`src/rtl/rst_seq_core.sv`:
```
// Reset sequencer: synchronises the PLL reset, then releases the peripheral and core resets in stages.
// It also turns a level-sampled software request into a core-only reset pulse.
module rst_seq_core #(
    parameter int HOLD_CYCLES  = 16,
    parameter int STAGE_GAP    = 8,
    parameter int SWRST_CYCLES = 4
) (
    input  logic i_clk,
    input  logic i_rst,
    input  logic i_sw_rst,
    output logic o_rst_periph,
    output logic o_rst_core,
    output logic o_ready
);

    typedef enum logic [2:0] {
        SYNC,
        HOLD,
        PERIPH,
        RUN,
        SWRST
    } state_t;

    localparam logic [7:0] HOLD_LAST  = 8'(HOLD_CYCLES - 1);
    localparam logic [7:0] GAP_LAST   = 8'(STAGE_GAP - 1);
    localparam logic [7:0] SWRST_LAST = 8'(SWRST_CYCLES - 1);

    state_t     state;
    state_t     next_state;
    logic [7:0] cnt;
    logic [7:0] next_cnt;
    logic [1:0] rst_sync_q;
    logic       rst_sync;
    logic       rst_periph_d;
    logic       rst_core_d;
    logic       ready_d;

    // Assertion is asynchronous; release only takes effect after two clean edges.
    always_ff @(posedge i_clk or posedge i_rst) begin
        if (i_rst) begin
            rst_sync_q <= 2'b11;
        end else begin
            rst_sync_q <= {rst_sync_q[0], 1'b0};
        end
    end

    assign rst_sync = rst_sync_q[1];

    // State register. Outputs are registered too, so they never glitch.
    always_ff @(posedge i_clk or posedge i_rst) begin
        if (i_rst) begin
            state        <= SYNC;
            cnt          <= '0;
            o_rst_periph <= 1'b1;
            o_rst_core   <= 1'b1;
            o_ready      <= 1'b0;
        end else begin
            // NOTE: non-blocking assignments keep every flop sampling pre-edge values.
            state        <= next_state;
            cnt          <= next_cnt;
            o_rst_periph <= rst_periph_d;
            o_rst_core   <= rst_core_d;
            o_ready      <= ready_d;
        end
    end

    always_comb begin
        // NOTE: defaults first, so no path through the case infers a latch.
        next_state = state;
        next_cnt   = cnt;
        case (state)
            SYNC: begin
                if (!rst_sync) begin
                    next_state = HOLD;
                    next_cnt   = '0;
                end
            end
            HOLD: begin
                if (cnt == HOLD_LAST) begin
                    next_state = PERIPH;
                    next_cnt   = '0;
                end else begin
                    next_cnt = cnt + 8'd1;
                end
            end
            PERIPH: begin
                if (cnt == GAP_LAST) begin
                    next_state = RUN;
                    next_cnt   = '0;
                end else begin
                    next_cnt = cnt + 8'd1;
                end
            end
            RUN: begin
                if (i_sw_rst) begin
                    next_state = SWRST;
                    next_cnt   = '0;
                end
            end
            SWRST: begin
                // Saturate at terminal count; stay in reset while the request persists.
                if (cnt == SWRST_LAST) begin
                    if (!i_sw_rst) begin
                        next_state = RUN;
                        next_cnt   = '0;
                    end
                end else begin
                    next_cnt = cnt + 8'd1;
                end
            end
            default: begin
                next_state = SYNC;
                next_cnt   = '0;
            end
        endcase
    end

    // Outputs are decoded from the next state so that they register together with it.
    always_comb begin
        rst_periph_d = (next_state == SYNC) || (next_state == HOLD);
        rst_core_d   = (next_state != RUN);
        ready_d      = (next_state == RUN);
    end

endmodule

```
`config.mk`:
```
export PLATFORM = sky130hd
export DESIGN_NAME = rst_seq_core
export DESIGN_NICKNAME = d
export VERILOG_FILES = /design/src/rtl/rst_seq_core.sv
export SDC_FILE = /design/constraint.sdc
export NUM_CORES = 1
export LEC_CHECK = 0
export ABC_CLOCK_PERIOD_IN_PS = 2300
export CAP_MARGIN = 5
export CORE_MARGIN = 3
export CORE_UTILIZATION = 25
export DETAILED_ROUTE_END_ITERATION = 10
export GPL_TIMING_DRIVEN = 0
export HOLD_SLACK_MARGIN = 0.08
export PLACE_DENSITY_LB_ADDON = 0.3
export SKIP_LAST_GASP = 1
export SYNTH_ARGS = -nofsm -noshare
export SYNTH_HDL_FRONTEND = slang
export SYNTH_SLANG_ARGS = --single-unit
export TNS_END_PERCENT = 100
```
`constraint.sdc`:
```
create_clock -name i_clk -period 2.3 [get_ports i_clk]
set_input_delay 0.575 -clock i_clk [delete_from_list [all_inputs] [get_ports i_clk]]
set_output_delay 0.575 -clock i_clk [all_outputs]
set_load 0.005 [all_outputs]
```
After elaboration in Yosys (flattened, before gate mapping). Cells that the tools add are included.

Flip-flop bits (word level): 16. Input port bits: 3. Logic and storage cells: 38.

Reduce and logical (&&, ||, !) cells: 4. Mux-type cells: 14. Equality and inequality tests: 13. Add/subtract/negate cells: 1.

Operators by type and width (count): $mux W8 (6); $pmux W8 S5 (1); $mux W3 (6); $pmux W3 S5 (1); $eq A3 B2 Y1 const B (3); $add A8 B1 Y8 const B (1); $eq A8 B2 Y1 const B (1); $eq A8 B3 Y1 const B (1); $eq A8 B4 Y1 const B (1); $eq A3 B1 Y1 const B (2); $logic_not A3 Y1 (2); $ne A2 B2 Y1 const B (2); $eq A3 B3 Y1 const B (1); $ne A3 B2 Y1 const B (1); $ne A3 B3 Y1 const B (1); $reduce_and A3 Y1 (1); $logic_or A1 B1 Y1 (1).

Depth between registers and ports, before layout.
Depth after elaboration: 5. Gate-level depth with buffers: 5. Gate-level depth less buffers: 5.

Worst setup path before layout. OpenSTA, ideal clock, no wires.

Path type: reg-to-reg. Start: register cnt[7]. End: register cnt[2]. Stages on the path, launching flop included: 5. Arrival: 1.467 ns. Setup time: 0.118 ns. Setup slack: 0.715 ns. Path buffers: 0. Data required time: 2.182 ns. Path through: dfrtp_1 > or4_4 > o31ai_2 > a22oi_1 > a21o_1.

Longest elaborated chain between the ends: 3. Elaborated cells on any way between the ends: 9.

RTL lines: start, declared (line 30) `logic [7:0] cnt;`; start signal, assigned (line 60) `cnt <= next_cnt;`; $eq A8 B2 Y1 (tied with other cells) (line 102) `if (cnt == SWRST_LAST) begin`; $mux W8 (tied with other cells) (line 102); $pmux W8 S5 / $reduce_and A3 Y1 (equally long branches).

Several ways; a longest one is shown, not always the timed one. A chain may end at the register's enable or synchronous reset.

Worst setup path after layout.
Start: register o_rst_core. End: output port o_rst_core.

RTL lines: start, declared (line 12) `output logic o_rst_core,`; start signal, assigned (line 62) `o_rst_core <= rst_core_d;`.

No word-level cell between the ends.

==> key figures <==
Floorplanning
  – Io pins: 6
  – DIE AREA: about 4400 µm²
  – Chip Width: 66.5 µm
  – # rows: 21
  – Starting Density: between 20% and 30%
  – Die Ht: between 60 and 70 µm
  – Core region area: roughly 3400 µm²

Routing
  – Drt wl/cell: about 14 µm
  – Vias per cell: a little over 5
  – Via count: 723
  – Overall routed net length: between 1500 and 2000 µm
  – Drc violations: 0
  – Pre-antenna DRT Iters: 4
  – ANT nets after route: 0
  – Initial DRC count: 65

Logic synthesis
  – Ys async rst share: 100%
  – Syn Area/Cell: 10.4 µm²
  – Yosys warns: 0
  – Seq cells post-synth: 16
  – Synthesized Nets: 92
  – Area leader, netlist: dfrtp_1
  – Synth Flop Type: dfrtp_1
  – Sequential share of the synthesized area: between 40% and 50%
  – Cell Area, Synth: 916 µm²
  – Cell variety after synth: 42
  – Area contributors post-synth: dfrtp_1, dfstp_2, xor2_1
  – Post-synth EDFFs: 0
  – Cells after synthesis: a little under 90
  – Yosys top cell area share: approximately 33%

STA
  – Slew headroom: between 50 and 60%
  – Least-Margin Pin Slew: 611 ps
  – Max-slew violation count: 0
  – RSZ-0062 raised after global routing: false
  – Tcrit/Tclk final: 79.9%
  – Setup WS post-layout: 462 ps
  – Final setup vio count: 0
  – Post-layout min period: between 1500 and 2000 ps
  – Final Hold Fails: 0
  – F_max: approximately 540 MHz
  – Setup TNS: 0 ps
  – Final Skew: between 1 and 1.5 ps

Placement
  – GP Congestion: between 0.8 and 0.9
  – Place WS: around 260 ps
  – Number of port buffers: 5
  – Placed inst area: slightly above 1000 µm²
  – Post-DP HPWL: 1430 µm

Run
  – Number of max-cap violations: 0

Pwr
  – Clock share of power: between 20% and 30%
  – Switching power total: 422 µW
  – Power share of the sequential group: 36.7%
  – Int Pwr: 709 µW
  – Worst vdd ir: roughly 0.20 mV
  – Comb power frac: between 40% and 50%
  – Switch share: between 30% and 40%
  – Leak: about 0.00044 µW
  – Cell Pwr Density: roughly 1000 nW/µm²

Cells and area
  – FILL cells: approximately 360
  – Fin area: 1080 µm²
  – Antenna diodes: 0
  – Area delta synth->final: 17.8%
  – Most frequent cells in the layout: dfrtp_1, inv_1, clkdlybuf4s50_1
  – Sequential cell area: slightly above 400 µm²
  – Share of cells above drive strength 1: between 20% and 30%
  – Layout net count: 102
  – Multi-input gate area: between 400 and 500 µm²
  – Most common cell after layout, fill and taps aside: dfrtp_1

Worst setup path
  – Worst EP arrival: roughly 1300 ps
  – R2R setup slack: roughly 530 ps
  – Critical path, cell by cell: clkdlybuf4s50_1
  – Critical Path End Type: output pin
  – FF-to-FF Start: state[2]
  – Data required, critical path: around 1700 ps
  – Worst Path Buf+Inv: 1
  – CP max-delay cell: dfstp_2
  – CP max stage delay: approximately 520 ps
  – Setup crit start kind: flop
  – Reg2reg end: cnt[0]
  – Crit path max fanout: 1
  – R2R cell count: 5
  – Delay-heaviest family, CP: flip-flops
  – Worst Path Class, Setup: reg2out

GRT
  – Vias in the first global route: between 700 and 800
  – Initial antenna violation count: 0
  – Tot GR Track Use: around a tenth
  – Largest net degree at the start of global routing: 17
  – First-pass GRT wire length: approximately 3400 µm
  – Remaining global-route overflow: 0

Clocking
  – Clock Sink Count: 16
  – Max clock buf depth: 2
  – Num CTS Buffers: 3
  – Clock-pin transition on the worst setup and hold timing paths: around 60 ps
  – Post-CTS setup buffers: 0
  – CTS tree: done
  – Clk_lat worst skew: about 250 ps
  – Hold_buf cts: 0
  – Root Driver: clkbuf_8
  – Max H-tree Level: 1
  – CTS resizes: 0

Outcome
  – Status: complete, no violations

Hold path
  – Min-Delay Startpoint: rst_sync_q[0]
  – Worst Hold Class: reg2reg
  – Worst Hold Path EP: rst_sync_q[1]
  – Hold Path Depth: 0
kinds of logic after synthesis:
group / share of synthesized area (%)
AOI/OAI and AO/OA: 22.5
adders and majority gates: 2.46
other: 0.409
and+or+nand+nor: 21.2
DFF: 44.3
muxes: 1.09
buffers and inverters: 4.24
xor gates and xnor gates: 3.83
routing by layer:
metal  share of wire, %  vias up  routed length [µm]  GRT usage [%]
met2                 50       15                1000           17.8
met3                2.5        5                  50           1.01
met5                  0        -                   0              0
met4                2.9        0                  57           6.09
met1                 44      360                 880           12.0
li1                   -      343                   -              -
sequential cells by signal (all words and copies together), names as in the netlist:
name / cells
cnt: 8
o_ready: 1
o_rst_core: 1
o_rst_periph: 1
rst_sync_q: 2
state: 3
stage by stage:
stage               std cells  power, µW  hold slack (ps)  utilization, %
floorplan                  88        757              345               -
global placement          139        871              346            29.7
detailed placement        139        887              347            29.7
CTS                       143       1140              357            31.3
global route              143       1200              361            31.3
finish                    143       1130              356            31.3
synthesized netlist by cell type, types with 2 or more instances:
cell type	number
dfrtp_1	12
inv_1	5
buf_2	4
dfstp_2	4
nand2_1	4
a31oi_1	3
nand3_1	3
nor2b_1	3
nor3_1	3
o21ai_0	3
xor2_1	3
a21oi_1	2
a22oi_1	2
a31o_2	2
a32o_1	2
nand2b_1	2
nand3b_1	2
nor2_1	2
o21ai_1	2
o2bb2ai_1	2
or3b_2	2
worst max-delay path by stage:
stage / startpoint / to / slack [ps] / cells past startpoint
2_1_floorplan: cnt[7] / cnt[2] / 720 / 4
3_3_place_gp: i_sw_rst / cnt[0] / 310 / 5
3_5_place_dp: i_sw_rst / cnt[0] / 260 / 5
4_1_cts: o_rst_core / o_rst_core / 450 / 1
5_1_grt: i_sw_rst / cnt[0] / 380 / 5
6_report: o_rst_core / o_rst_core / 460 / 1
area by class of cell:
type,instances,area share (%)
multi-input cells,63,43.7
flip-flops and latches,16,37.6
inverters,5,1.74
clock buffers,4,5.10
repair buffers,5,4.64
well taps,46,5.34
plain buffers,4,1.86
power groups by stage:
stage	registers (µW)	logic, µW	clock network, µW
finish	416	465	251
detailed placement	420	467	0
global placement	414	456	0
floorplan	406	352	0
global route	427	513	263
CTS	415	469	259
Note: power is estimated with default switching activity, not from simulation.
